## src/rtl/tdm_demux8_pkg.sv

```systemverilog
// Shared types and constants for the eight-slot TDM demultiplexer.
package tdm_pkg;

    localparam int SLOTS = 8;

    typedef logic [2:0] slot_t;

    typedef enum logic {HUNT, RUN} tdm_state_t;

endpackage

```

## src/rtl/tdm_demux8_slot_ctr.sv

```systemverilog
// Slot counter for the TDM demultiplexer: advances on every accepted beat,
// jumps to 1 on a sync beat (that beat itself occupies slot 0), clears on rst.
// The 7 -> 0 wrap is plain 3-bit overflow.
module tdm_slot_ctr
    import tdm_pkg::*;
(
    input  logic  clk,
    input  logic  rst,
    input  logic  en,
    input  logic  load1,
    output slot_t slot
);

    slot_t slot_q;
    slot_t slot_d;

    // Next slot: hold, reload past a sync beat, or advance with natural wrap.
    always_comb begin
        slot_d = slot_q;
        if (en) begin
            slot_d = load1 ? slot_t'(1) : slot_q + slot_t'(1);
        end
    end

    // Slot register with synchronous clear.
    always_ff @(posedge clk) begin
        if (rst) begin
            slot_q <= '0;
        end else begin
            slot_q <= slot_d;
        end
    end

    assign slot = slot_q;

endmodule

```

## src/rtl/tdm_demux8.sv

```systemverilog
// Eight-slot TDM demultiplexer. Collects slot-serialised beats into shadow
// registers and publishes all eight channel words at once, on the slot-7 beat,
// so the y outputs never show a mix of two frames.
// Optional feature: define TDM_DEMUX_ERRCNT_EN to add the saturating err_cnt
// sync-error counter port.
module tdm_demux8
    import tdm_pkg::*;
#(
    parameter int W = 1
) (
    input  logic         clk,
    input  logic         rst,
    input  logic [W-1:0] din,
    input  logic         din_valid,
    input  logic         frame_sync,
    output logic [W-1:0] y0,
    output logic [W-1:0] y1,
    output logic [W-1:0] y2,
    output logic [W-1:0] y3,
    output logic [W-1:0] y4,
    output logic [W-1:0] y5,
    output logic [W-1:0] y6,
    output logic [W-1:0] y7,
    output logic         frame_valid,
    output logic         sync_err,
    output logic         locked,
    output logic [2:0]   slot
`ifdef TDM_DEMUX_ERRCNT_EN
    ,
    output logic [7:0]   err_cnt
`endif
);

    tdm_state_t state_q;
    tdm_state_t state_d;

    slot_t      slot_cur;
    logic       beat_acc;
    logic       misplaced;
    logic       frame_done;
    slot_t      wr_idx;

    // Slot 7 never needs a shadow: its beat goes straight to y7.
    logic [W-1:0] shadow_q [SLOTS-1];
    logic [W-1:0] shadow_d [SLOTS-1];

    logic [W-1:0] y_q [SLOTS];
    logic [W-1:0] y_d [SLOTS];

    logic frame_valid_q;
    logic frame_valid_d;
    logic sync_err_q;
    logic sync_err_d;

    tdm_slot_ctr u_slot_ctr (
        .clk   (clk),
        .rst   (rst),
        .en    (beat_acc),
        .load1 (frame_sync),
        .slot  (slot_cur)
    );

    // FSM state register.
    always_ff @(posedge clk) begin
        if (rst) begin
            state_q <= HUNT;
        end else begin
            state_q <= state_d;
        end
    end

    // FSM next state: leave HUNT on the first valid sync beat; RUN is sticky.
    always_comb begin
        state_d = state_q;
        if (state_q == HUNT && din_valid && frame_sync) begin
            state_d = RUN;
        end
    end

    // FSM outputs: beat acceptance, misplaced-sync and frame-complete decode.
    always_comb begin
        locked     = (state_q == RUN);
        beat_acc   = din_valid && (state_q == RUN || frame_sync);
        misplaced  = din_valid && frame_sync && (state_q == RUN) && (slot_cur != '0);
        frame_done = din_valid && !frame_sync && (state_q == RUN) && (slot_cur == slot_t'(SLOTS - 1));
        wr_idx     = frame_sync ? slot_t'(0) : slot_cur;
    end

    // Shadow capture of slots 0..6; a sync beat always lands in slot 0.
    always_comb begin
        shadow_d = shadow_q;
        for (int i = 0; i < SLOTS - 1; i++) begin
            if (beat_acc && wr_idx == slot_t'(i)) begin
                shadow_d[i] = din;
            end
        end
    end

    // Shadow registers need no reset: a fresh frame always rewrites them.
    always_ff @(posedge clk) begin
        shadow_q <= shadow_d;
    end

    // Publish a whole frame on the slot-7 beat; flag a misplaced sync.
    always_comb begin
        y_d           = y_q;
        frame_valid_d = 1'b0;
        sync_err_d    = misplaced;
        if (frame_done) begin
            for (int i = 0; i < SLOTS - 1; i++) begin
                y_d[i] = shadow_q[i];
            end
            y_d[SLOTS-1]  = din;
            frame_valid_d = 1'b1;
        end
    end

    // Output and strobe registers.
    always_ff @(posedge clk) begin
        if (rst) begin
            for (int i = 0; i < SLOTS; i++) begin
                y_q[i] <= '0;
            end
            frame_valid_q <= 1'b0;
            sync_err_q    <= 1'b0;
        end else begin
            y_q           <= y_d;
            frame_valid_q <= frame_valid_d;
            sync_err_q    <= sync_err_d;
        end
    end

`ifdef TDM_DEMUX_ERRCNT_EN
    logic [7:0] err_cnt_q;
    logic [7:0] err_cnt_d;

    // Sync-error counter, saturating at 255, cleared only by rst.
    always_comb begin
        err_cnt_d = err_cnt_q;
        if (misplaced && err_cnt_q != 8'hFF) begin
            err_cnt_d = err_cnt_q + 8'd1;
        end
    end

    // Error counter register.
    always_ff @(posedge clk) begin
        if (rst) begin
            err_cnt_q <= '0;
        end else begin
            err_cnt_q <= err_cnt_d;
        end
    end

    assign err_cnt = err_cnt_q;
`endif

    assign y0          = y_q[0];
    assign y1          = y_q[1];
    assign y2          = y_q[2];
    assign y3          = y_q[3];
    assign y4          = y_q[4];
    assign y5          = y_q[5];
    assign y6          = y_q[6];
    assign y7          = y_q[7];
    assign frame_valid = frame_valid_q;
    assign sync_err    = sync_err_q;
    assign slot        = slot_cur;

endmodule

```

## config.mk

```make
export PLATFORM = sky130hd
export DESIGN_NAME = tdm_demux8
export DESIGN_NICKNAME = d
export VERILOG_FILES = /design/src/rtl/tdm_demux8_pkg.sv /design/src/rtl/tdm_demux8_slot_ctr.sv /design/src/rtl/tdm_demux8.sv
export SDC_FILE = /design/constraint.sdc
export NUM_CORES = 1
export LEC_CHECK = 0
export CORE_MARGIN = 2
export CORE_UTILIZATION = 52
export DETAILED_ROUTE_END_ITERATION = 6
export PLACE_DENSITY_LB_ADDON = 0.08
export REMOVE_ABC_BUFFERS = 1
export SLEW_MARGIN = 10
export SYNTH_ARGS = -nofsm -noshare
export SYNTH_HDL_FRONTEND = slang
export SYNTH_SLANG_ARGS = --single-unit
```

## constraint.sdc

```tcl
create_clock -name clk -period 2.41 [get_ports clk]
set_input_delay 0.482 -clock clk [delete_from_list [all_inputs] [get_ports clk]]
set_output_delay 0.482 -clock clk [all_outputs]
set_load 0.01 [all_outputs]
```

# [Yosys cells after proc, flatten, opt, wreduce, memory -nomap -nowiden]
# Index checks and enable logic that the tools add are counted.
[word_totals] reg_bits=21 output_inout_bits=14 word_cells=51 in_bits=5
[op_classes] muxes=3 n_addsub=1 n_bitwise=1 n_eq_ne=7 n_reduce_logical=20
[ops] operator="1-bit logical AND" count=16
[ops] operator="3-bit == test (second input constant)" count=4
[ops] operator="3-bit by 2-bit == test with 1-bit output (second input constant)" count=2
[ops] operator="3-bit 2-to-1 mux" count=2
[ops] operator="3-bit by 1-bit adder with 3-bit output (second input constant)" count=1
[ops] operator="3-bit by 1-bit == test with 1-bit output (second input constant)" count=1
[ops] operator="3-bit zero test" count=1
[ops] operator="3-bit nonzero test" count=1
[ops] operator="1-bit zero test" count=1
[ops] operator="1-bit logical OR" count=1
[ops] operator="1-bit 2-to-1 mux" count=1
[ops] operator="1-bit NOT" count=1

# [Longest topological paths before layout]
[depth] word_depth=5 ltp_mapped=5 ltp_nobuf=4

# [By module]
# A second synthesis with hierarchy kept.
[hier_totals] cells_unflattened=78 area_unflattened_um2=908.4
[modules_own_cells] module="tdm_demux8" instances=1 cells_per_inst=64 area_per_inst_um2=763.2 seq_area_each_um2=430.4
[modules_own_cells] module="tdm_slot_ctr" instances=1 cells_per_inst=14 area_per_inst_um2=145.1 seq_area_each_um2=60.1

# [Worst setup path after synthesis]
# No wires, ideal clock.
[synth_timing] path_kind="reg-to-reg" startpoint="register u_slot_ctr.slot_q[1], in the netlist u_slot_ctr.slot[1]" endpoint="register y_q (netlist bit y0)" required_ps=2338 path_slack_ps=1043 setup_time_ps=72 synth_period_minus_slack_ps=1367 path_stages_with_launch=6 path_buffers=1 arrival_time_ps=1295 cell_sequence="dfxtp_1 > ha_1 > ha_1 > and4b_1 > buf_6 > mux2i_1"
[synth_between] elab_chain_cells=2
[synth_rtl] item="start: declaration" line="tdm_demux8_slot_ctr.sv:14" rtl="slot_t slot_q;"
[synth_rtl] item="start signal: assignment" line="tdm_demux8_slot_ctr.sv:30" rtl="slot_q <= slot_d;"
[synth_rtl] item="3-bit == test" line="tdm_demux8.sv:85" rtl="frame_done = din_valid && !frame_sync && (state_q == RUN) && (slot_cur == slot_t'(SLOTS - 1));"
[synth_rtl] item="1-bit logical AND" line="tdm_demux8.sv:85"
[synth_rtl] item="end signal: assignment" line="tdm_demux8.sv:127" rtl="y_q <= y_d;"
[synth_rtl] item="end: declaration" line="tdm_demux8.sv:47" rtl="logic [W-1:0] y_q [SLOTS];"
# Every way passes these cells.
# A chain may end at the register's enable or synchronous reset.

# [Worst setup path after layout]
[layout_timing] startpoint="register u_slot_ctr.slot_q[1], in the netlist u_slot_ctr.slot[1]" endpoint="output port slot[1]"
[layout_rtl] item="end: declaration" line="tdm_demux8.sv:27" rtl="output logic [2:0] slot"
# No word-level cell between the ends.

==> metrics <==
status completed; max-slew violation count 0; endpoints failing setup 0; Clock Tree Buf Depth 2; die area approximately 2100 um2; sequential share of power 0.642; total number of vias 621; crit path DAT 1.42 ns; worst setup slack after layout 0.509 ns; Req. time, crit path 1.93 ns; routability cong. 0.758; Core ar. approximately 1700 um2; Slowest cell on crit path clkdlybuf4s50_1; Crit Path Category reg -> out; crit end category primary output; length of routed met2 wiring 699 um; Final min period 1.90 ns; hpwl dp 989 um; gr usage total 0.157; combinational share of power 0.078; M1 wire length 635 um; Ports 19; Clock Skew 0.00205 ns; Rows 15; routed wl met3 53 um; number of global-route vias before repair 533; setup bufs post-CTS 0; r2r endpoint y7; sequence of cells on the critical path clkdlybuf4s50_1; max-cap viol count 0; die width ~46 um; Post-Synthesis Cells 81; DRT antenna net count 0; CP delay by family, top buffers and inverters; Pint approximately 0.00046 W; Hold Path Sink y4; CTS buffer count 3; max incr delay on CP 0.60 ns; post-place setup slack 0.439 ns; leading cell types in the layout, fill and taps excluded 20 x nand2b_1, 18 x clkdlybuf4s50_1, 14 x dfxtp_1; hold_sp y4; DRC Markers 0; clock slew at reported path FFs 0.11 ns; Post-Syn Area 912 um2; R2R Path Start u_slot_ctr.slot[1]; FF-to-FF path depth 4; Clock Power Share 0.280; nets@finish 109; Worst-Margin Slew 0.620 ns; CP Buf/Inv Count 1; Die H 45.9 um; total chip power 0.000586 W; Fin Setup TNS 0 ns; first-pass GRT wire length 2230 um; worst hold stages 2; crit start category flop; register area share after synthesis 0.538; initial drt markers 9; DRT Pass-1 Iters 4; CTS H-tree lvls 1; wire length per cell 12.1 um; Ant. Diodes 0; f_max ~530 MHz; worst-path fanout max 9; Clock Latency Late Sink 0.30 ns; final hold vios 0; crit share post-route 0.789; clk root buf clkbuf_4; #FFs+latches synth 21; # fillers 134; syn avg cell area between 10 and 15 um2; RSZ-0062 raised after global routing false; Finished Layout Cells 117; layout cells sized above 1 0.0400; worst hold path class reg -> reg; YS warnings 0; R2R Setup Slk 0.71 ns; maximum VDD drop approximately 320 uV; Hold-fix buffers, CTS 0; Lkg Pwr 0.375 nW; antenna violations before repair 0; Net Sw Power 0.000130 W; post-CTS sizing 0; number of port buffers 18; largest net degree at the start of global routing 26; CTS tree yes; grt ovf 0; DP Cell Count about 110; routed wire length 1410 um; via/cell ratio 5.31; Max-slew headroom 0.585; CTS sink cnt 21; PD cells 523 nW/um2; Top Layer Used met4; commonest non-fill, non-tap cell in the layout nand2b_1; effective utilization at floorplan 0.540; Final Hold Slack around 0.48 ns; switch share 0.221; Cell variety after synth 21; Area Overhead vs Synth 22.9%
## cell type report
cell class,count,area [um2],share of cell area
clock buffers,3,22.5,0.0201
clock inverters,1,5.00,0.00446
inverters,4,15.0,0.0134
multi-input cells,53,387,0.345
flip-flops and latches,21,490,0.437
well taps,17,21.3,0.0190
repair buffers,18,180,0.161
## worst max path at each step
stage | from | to | slack (ns) | cells after the start
floorplan | u_slot_ctr.slot[1] | y0 | 0.90 | 4
global placement | din_valid | y7 | 0.48 | 3
detailed placement | din_valid | y7 | 0.44 | 3
CTS | u_slot_ctr.slot[1] | slot[1] | 0.49 | 1
global route | u_slot_ctr.slot[1] | slot[1] | 0.44 | 1
finish | u_slot_ctr.slot[1] | slot[1] | 0.51 | 1
## power groups by stage
stage / clock network, W / registers [W] / logic, W
3_3_place_gp: 0 / 0.000384 / 0.0000442
6_report: 0.000164 / 0.000376 / 0.0000459
4_1_cts: 0.000173 / 0.000376 / 0.0000462
3_5_place_dp: 0 / 0.000384 / 0.0000460
5_1_grt: 0.000183 / 0.000377 / 0.0000507
2_1_floorplan: 0 / 0.000384 / 0.0000206
## logic make-up (layout without fill, tap and decap cells)
kind of cell	after synthesis	after routing	share of synthesized area
AND/OR/NAND/NOR	35	35	0.239
buffers and inverters	7	26	0.0384
flip-flops	21	21	0.538
AO/OA/AOI/OAI	7	7	0.0562
multiplexers	8	8	0.0878
adder cells (fa/ha/maj)	3	3	0.0412
## stage by stage
stage                     utilization  cell area (um2)
final                           0.664             1120
after global routing            0.664             1120
after CTS                       0.664             1120
after detailed placement        0.647             1090
after global placement          0.647             1090
after floorplan                     -              892
## flip-flops by register name, summed over array words and instances, names as in the netlist
name             cells
shadow_q             7
u_slot_ctr.slot      3
frame_valid          1
locked               1
sync_err             1
y0                   1
y1                   1
y2                   1
y3                   1
y4                   1
y5                   1
y6                   1
y7                   1
## per-layer routing
| layer | up-vias | global-route usage |
|---|---|---|
| met5 | - | 0 |
| met4 | 0 | 0.160 |
| met3 | 2 | 0.0397 |
| met2 | 10 | 0.233 |
| met1 | 289 | 0.175 |
| li1 | 320 | - |
## cells in the mapped netlist
master,instances,share of area
mux2i_1,8,0.088
a21oi_1,2,0.011
dfxtp_1,14,0.31
nand3b_1,1,0.0082
nor4b_1,1,0.0096
ha_1,3,0.041
o32ai_1,2,0.019
inv_1,4,0.016
buf_2,1,0.0055
nand2b_1,20,0.14
o21a_1,2,0.016
and4b_1,1,0.011
buf_6,1,0.012
nor3_1,3,0.016
nand4b_1,2,0.019
nor2b_1,2,0.014
edfxtp_1,7,0.23
nor2_1,4,0.016
a22o_1,1,0.0096
nor4_1,1,0.0069
clkbuf_1,1,0.0041
Power figures use the tool's default switching activity.
